<file path="config.mk">
export PLATFORM = sky130hd
export DESIGN_NAME = ram_dumper
export DESIGN_NICKNAME = d
export VERILOG_FILES = /design/src/rtl/ram_dumper.sv
export SDC_FILE = /design/constraint.sdc
export NUM_CORES = 1
export LEC_CHECK = 0
export CORE_ASPECT_RATIO = 1.2
export CORE_MARGIN = 2
export CORE_UTILIZATION = 30
export CTS_CLUSTER_SIZE = 25
export DETAILED_ROUTE_END_ITERATION = 16
export SYNTH_ARGS = -nofsm -noshare
export SYNTH_HDL_FRONTEND = slang
export SYNTH_SLANG_ARGS = --single-unit
</file>
<file path="constraint.sdc">
create_clock -name clk -period 3.6 [get_ports clk]
set_input_delay 0.54 -clock clk [delete_from_list [all_inputs] [get_ports clk]]
set_output_delay 0.54 -clock clk [all_outputs]
set_load 0.02 [all_outputs]
</file>
<file path="src/rtl/ram_dumper.sv">
// ram_dumper: streams a RAM window out through the UART as a framed packet
// (2-byte big-endian length, payload bytes, two's-complement checksum byte).
module ram_dumper #(
  parameter int ADDR_WIDTH = 16,
  parameter int RD_LAT = 1
) (
  input  logic                  clk,
  input  logic                  rst,
  input  logic                  trigger,
  input  logic [ADDR_WIDTH-1:0] start_addr,
  input  logic [ADDR_WIDTH-1:0] length,
  output logic [ADDR_WIDTH-1:0] ram_addr,
  input  logic [7:0]            ram_data,
  output logic [7:0]            tx_data,
  output logic                  transmit,
  input  logic                  tx_done,
  output logic                  dumping,
  output logic                  done
);
  localparam int CW = $clog2(RD_LAT + 1);
  typedef enum logic [3:0] {IDLE, HDR_HI, HDR_LO, FETCH, LOAD, SEND, WAIT_TX, CSUM, DONE} state_t;
  state_t state_q, state_d, nxt_q, nxt_d;
  logic trig_q, trig_edge;
  logic [ADDR_WIDTH-1:0] addr_q, addr_d, rem_q, rem_d, ram_addr_q, ram_addr_d;
  logic [7:0] sum_q, sum_d, tx_data_q, tx_data_d;
  logic [CW-1:0] cnt_q, cnt_d;
  logic transmit_q, transmit_d, dumping_q, dumping_d, done_q, done_d;
  logic [15:0] hdr;
  logic fetch_last;
  assign trig_edge = trigger & ~trig_q;
  assign fetch_last = cnt_q == CW'(RD_LAT - 1);
  always_comb begin
    state_d = state_q;
    nxt_d = nxt_q;
    addr_d = addr_q;
    rem_d = rem_q;
    sum_d = sum_q;
    cnt_d = cnt_q;
    tx_data_d = tx_data_q;
    case (state_q)
      IDLE: if (trig_edge) begin
        addr_d = start_addr;
        rem_d = length;
        sum_d = '0;
        state_d = HDR_HI;
      end
      HDR_HI: begin
        nxt_d = HDR_LO;
        state_d = WAIT_TX;
      end
      HDR_LO: begin
        nxt_d = (rem_q != '0) ? FETCH : CSUM;
        state_d = WAIT_TX;
      end
      FETCH: begin
        cnt_d = fetch_last ? '0 : cnt_q + 1'b1;
        state_d = fetch_last ? LOAD : FETCH;
      end
      LOAD: begin
        tx_data_d = ram_data;
        sum_d = sum_q + ram_data;
        state_d = SEND;
      end
      SEND: begin
        // SEND as the return marker means "a payload byte is in flight"
        nxt_d = SEND;
        state_d = WAIT_TX;
      end
      WAIT_TX: if (tx_done) begin
        if (nxt_q == SEND) begin
          addr_d = addr_q + 1'b1;
          rem_d = rem_q - 1'b1;
          state_d = (rem_d != '0) ? FETCH : CSUM;
        end else begin
          state_d = nxt_q;
        end
      end
      CSUM: begin
        nxt_d = DONE;
        state_d = WAIT_TX;
      end
      DONE: state_d = IDLE;
      default: state_d = IDLE;
    endcase
    hdr = 16'(rem_d);
    tx_data_d = (state_d == HDR_HI) ? hdr[15:8] :
                (state_d == HDR_LO) ? hdr[7:0] :
                (state_d == CSUM)   ? ~sum_q + 8'd1 : tx_data_d;
  end
  // Outputs are registered from the next state so they line up with the state they belong to
  assign ram_addr_d = (state_d == FETCH) ? addr_d : ram_addr_q;
  assign transmit_d = state_d inside {HDR_HI, HDR_LO, SEND, CSUM};
  assign dumping_d = state_d != IDLE;
  assign done_d = state_d == DONE;
  always_ff @(posedge clk or posedge rst) begin
    if (rst) begin
      state_q <= IDLE;
      nxt_q <= IDLE;
      trig_q <= 1'b0;
      addr_q <= '0;
      rem_q <= '0;
      sum_q <= '0;
      cnt_q <= '0;
      ram_addr_q <= '0;
      tx_data_q <= '0;
      transmit_q <= 1'b0;
      dumping_q <= 1'b0;
      done_q <= 1'b0;
    end else begin
      state_q <= state_d;
      nxt_q <= nxt_d;
      trig_q <= trigger;
      addr_q <= addr_d;
      rem_q <= rem_d;
      sum_q <= sum_d;
      cnt_q <= cnt_d;
      ram_addr_q <= ram_addr_d;
      tx_data_q <= tx_data_d;
      transmit_q <= transmit_d;
      dumping_q <= dumping_d;
      done_q <= done_d;
    end
  end
  assign ram_addr = ram_addr_q;
  assign tx_data = tx_data_q;
  assign transmit = transmit_q;
  assign dumping = dumping_q;
  assign done = done_q;
endmodule

</file>
**After elaboration in Yosys (flattened, before gate mapping)**

Index checks and enable logic that the tools add are counted.

- Input port bits: 44
- Output and inout bits: 27
- Bits in registers: 77
- Logic and storage cells: 68

- Reductions and logical operators: 10
- $add $sub $neg: 5
- Bitwise operators: 3
- Muxes and demuxes: 23
- Eq/ne operators: 15

Operator list:

| operator | count |
|---|---|
| $mux 16 | 6 |
| $pmux 16 s2 | 2 |
| $mux 8 | 5 |
| $reduce_bool 16->1 | 2 |
| $eq 4x3->1 const B | 7 |
| $pmux 4 s5 | 1 |
| $add 16x1->16 const B | 1 |
| $eq 4x2->1 const B | 4 |
| $pmux 4 s4 | 1 |
| $pmux 8 s2 | 1 |
| $reduce_bool 4->1 | 4 |
| $sub 16x1->16 const B | 1 |
| $mux 4 | 3 |
| $mux 3 | 3 |
| $add 8x1->8 const B | 1 |
| $add 8x8->8 | 1 |
| $eq 4x1->1 const B | 2 |
| $not 8->8 | 1 |
| $eq 4x4->1 const B | 1 |
| $logic_not 4->1 | 1 |
| $reduce_or 4->1 | 1 |
| $ne 2x2->1 const B | 1 |
| $reduce_and 2->1 | 1 |
| $reduce_bool 2->1 | 1 |
| other kinds (4) | 4 |

**Longest topological paths before layout**

- Word-level depth: 10
- Depth in mapped cells: 14

**Least setup slack after synthesis**

Ideal clock, no wire load.

- Path type: flip-flop to flip-flop
- Start: register rem_q[0]
- End: register ram_addr_q[10], in the netlist ram_addr[10]
- Cell stages (with the launch flop): 14
- Library setup time: 0.125 ns
- Path slack: 0.242 ns
- Data arrival time: 3.234 ns
- Period minus slack after synthesis: 3.358 ns
- Cells stage by stage: dfrtp_1 -> clkbuf_1 -> inv_1 -> ha_1 -> buf_2 -> or3b_2 -> nor3_1 -> xor2_1 -> or4_1 -> o21a_1 -> buf_6 -> o21ai_4 -> buf_4 -> mux2_2

- Word-level cells in the longest chain between the ends: 7

Ends and longest elaborated chain:

| item | line | source |
|---|---|---|
| start, declared | 24 | `logic [ADDR_WIDTH-1:0] addr_q, addr_d, rem_q, rem_d, ram_addr_q, ram_addr_d;` |
| start signal, assigned | 114 | `rem_q <= rem_d;` |
| $sub 16x1->16 | 72 | `rem_d = rem_q - 1'b1;` |
| $reduce_bool 16->1 | 73 | `state_d = (rem_d != '0) ? FETCH : CSUM;` |
| $mux 3 | 73 |  |
| $mux 4 | 70 | `if (nxt_q == SEND) begin` |
| $mux 4 | 69 | `WAIT_TX: if (tx_done) begin` |
| $pmux 4 s5 | 40 | `case (state_q)` |
| $eq 4x2->1 | 91 | `assign ram_addr_d = (state_d == FETCH) ? addr_d : ram_addr_q;` |
| end signal, assigned | 117 | `ram_addr_q <= ram_addr_d;` |
| end, declared | 24 |  |

No other way between the ends.
A chain may end at the register's enable or synchronous reset.

**Worst setup path after layout**

- Start: register rem_q[1]
- End: register tx_data_q[5], in the netlist tx_data[5]

- Word-level cells in the longest chain between the ends: 10
- Elaborated cells between the ends (all ways): 16
- Classes of those cells: add/sub: 1; eq/ne: 3; mux: 10; reduce/logical: 2

Ends and longest elaborated chain:

| item | line | source |
|---|---|---|
| $sub 16x1->16 (*) | 72 |  |
| $reduce_bool 16->1 | 73 |  |
| $mux 3 | 73 |  |
| $mux 4 | 70 |  |
| $mux 4 | 69 |  |
| $pmux 4 s5 | 40 |  |
| $eq 4x3->1 | 88 | `(state_d == CSUM) ? ~sum_q + 8'd1 : tx_data_d;` |
| $mux 8 | 88 |  |
| $mux 8 | 87 | `(state_d == HDR_LO) ? hdr[7:0] :` |
| $mux 8 | 86 | `tx_data_d = (state_d == HDR_HI) ? hdr[15:8] :` |
| end signal, assigned | 118 | `tx_data_q <= tx_data_d;` |
| end, declared | 25 | `logic [7:0] sum_q, sum_d, tx_data_q, tx_data_d;` |

Mark *: on every way between the ends. The rest lies on a longest branch, timed or not.

==> results_dict.tcl <==
set metrics [dict create \
    cts_tree "done" \
    syn_area_um2 4560 \
    via_count 4198 \
    cts_setup_buffers 0 \
    insertion_delay_ps 340 \
    synth_edf_count 0 \
    synth_fp_nets 549 \
    io_pins 71 \
    cp_slowest_cell "or4_1" \
    async_reset_ff_share_pct 100 \
    synth.distinct_cells 69 \
    grt_pass1_wl_mm 21.8 \
    yosys_warnings 0 \
    seq_area_frac_synth_pct 41.7 \
    rows 49 \
    max-cap-violations 0 \
    finalSetupViolCount 0 \
    status "finished, final reports clean" \
    finalSetupTns_ps 0 \
    grt_setup_unrepaired "false" \
    viasPerCell 5.41 \
    clock-sinks 76 \
    p_leak_nw 2.47 \
    critPathKind "register to register" \
    synthCells 492 \
    hold_class "register to register" \
    synth_ff_type "dfrtp_1" \
    diodes 0 \
    finalHoldViolCount 0 \
    nNetsFinal 624 \
    cp.required_ps 3850 \
    tightest_slew_ps 828 \
    yosysTopAreaCell "dfrtp_1" \
    placed_area_um2 5590 \
    drt_wl_total_mm 13.8 \
    wl_per_cell_um 17.8 \
    path_cells "inv_1 > ha_1 > or3b_2 > nor3_1 > xor2_1 > or4_1 > o21a_1 > o21ai_1 > o21ai_0 > o211ai_1" \
    routabilityCongestion 0.852 \
    initial_core_util_pct 30.5 \
    fin_crit_sh_pct 93.2 \
    critPathMaxStageDelay_ps 540 \
    power_density_nw_per_um2 929 \
    io_buffers 70 \
    drv_slew 0 \
    cts_buffers 9 \
    ant_nets 0 \
    clockBufferDepth 2 \
    first_iter_violations 286 \
    drive_gt1_share_pct 12.2 \
    ys_ff_latch 76 \
    slew_headroom_pct 44.7 \
    critPathLaunchType "register" \
    die_area_um2 16200 \
    drcViolationCount 0 \
    hold_buffers 0 \
    grtUsageTotal_pct 17.3 \
    core_area_um2 15000 \
    die_h_um 139 \
    antenna_found_initial 0 \
    overflow 0 \
    dp_hpwl_mm 10.4 \
    synth.avg_cell_area_um2 9.28 \
    postCtsResizedCells 0 \
    crit_fanout 8 \
    finClkSkew_ps 6.84 \
    fin_util_pct 39.3 \
    grt_pass1_vias 4185 \
    maxClockFrequency_mhz 298 \
    path_clk_slew_ps 60 \
    netlist.area_leader.share_pct 41.7 \
    area_delta_synth_final_pct 28.9 \
    ir_drop_mv 0.330 \
    fp.dieW_um 117 \
    fill_cells 1545 \
    min_period_ps 3350 \
    synthTopCellsByArea "dfrtp_1 (42%), o21ai_0 (4.3%), a221o_1 (3.9%)" \
    grt_max_degree 40 \
    fin_area_um2 5880 \
    cp-end-kind "register" \
    cts_root_buffer "clkbuf_16" \
    crit_arrival_ps 3610 \
    htreeDepth 3 \
    dr.pass1.iters 5 \
]
[final timing paths]
| check | startpoint | endpoint | slack, ps | cells after the start |
|---|---|---|---|---|
| min in group asynchronous | rst | ram_addr[13] | 700 | 2 |
| min reg2reg | ram_addr[8] | ram_addr[8] | 480 | 2 |
| max reg2reg | rem_q[1] | tx_data[5] | 250 | 10 |
| max in group asynchronous | rst | rem_q[0] | 2200 | 3 |
| max | rem_q[1] | tx_data[5] | 250 | 10 |
| min | ram_addr[8] | ram_addr[8] | 480 | 2 |
[through the flow]
step	worst slack, ps	power, mW	hold slack (ps)	std cells
after floorplan	242	3.56	473	492
after global placement	323	4.49	468	760
after detailed placement	221	4.59	480	760
after CTS	216	5.48	493	776
after global routing	2.04	5.87	510	776
final	246	5.47	484	776
[power by group]
group,switching (mW),internal [mW],leakage [nW]
combinational,1.65,1.32,1.34
clock,0.361,0.505,0.142
sequential,0.424,1.20,0.991
total,2.44,3.03,2.47
[cell usage after synthesis, types with 4 or more instances]
library cell and n:
a21oi_1 14, a221o_1 18, a31oi_1 8, and3_1 4, clkbuf_1 20, dfrtp_1 76, ha_1 12, inv_1 22
mux2_2 13, nand2_1 47, nand2b_1 8, nand3_1 20, nand4_1 6, nor2_1 41, nor2b_1 6, nor3_1 10
nor3b_1 5, nor4_1 4, o211ai_1 11, o21a_1 6, o21ai_0 39, o311ai_0 10, o32a_1 4, xnor2_1 9
xor2_1 8
[routing by layer]
layer	GRT usage, %	wire length, µm	up-vias
li1	-	-	1983
met1	21.5	5860	2073
met4	6.50	274	0
met5	0	0	-
met3	3.32	712	18
met2	29.3	6980	124
[state kept, by name, summed over array words and instances, names as in the netlist]
signal / cells
done: 1
transmit: 1
rem_q: 16
addr_q: 16
tx_data: 8
nxt_q: 4
sum_q: 8
dumping: 1
state_q: 4
ram_addr: 16
trig_q: 1
[cell usage in the layout, fill, tap and decap left out, types with 8 or more instances in the layout]
cell,instances
a31oi_1,8
clkdlybuf4s50_1,70
o311ai_0,10
o211ai_1,11
o21ai_0,39
mux2_2,13
xor2_1,8
inv_1,21
nor2_1,40
clkbuf_16,9
ha_1,12
dfrtp_1,76
a21oi_1,14
nand2b_1,8
xnor2_1,9
a221o_1,18
nand3_1,20
nand2_1,47
buf_4,18
nor3_1,10
[final cells by class]
cell class | count | area [µm²] | share of cell area [%]
clock inverter | 5 | 35.0 | 0.596
tap | 204 | 255 | 4.34
multi-input combinational | 368 | 2480 | 42.1
sequential | 76 | 1900 | 32.3
inverter | 22 | 82.6 | 1.40
clock buffer | 11 | 253 | 4.30
timing repair buffer | 90 | 876 | 14.9
[cells by family (layout without fill, tap and decap cells)]
family | after synthesis | count (layout) | synth area share [%]
buffers and inverters | 48 | 128 | 4.41
adders and majority gates | 13 | 13 | 3.73
DFF | 76 | 76 | 41.7
and+or+nand+nor | 178 | 178 | 20.3
muxes | 15 | 15 | 3.67
AOI/OAI and AO/OA | 145 | 145 | 22.9
xor gates and xnor gates | 17 | 17 | 3.26
[worst max-delay path, delay by kind of cell (launching register included)]
family                   cells  cell delay, ps
AO/OA/AOI/OAI                4            1230
XOR/XNOR                     1             110
adder cells (fa/ha/maj)      1             160
buffers and inverters        1             110
flip-flops                   1             380
AND/OR/NAND/NOR              3            1260
(Power assumes the default switching activity.)
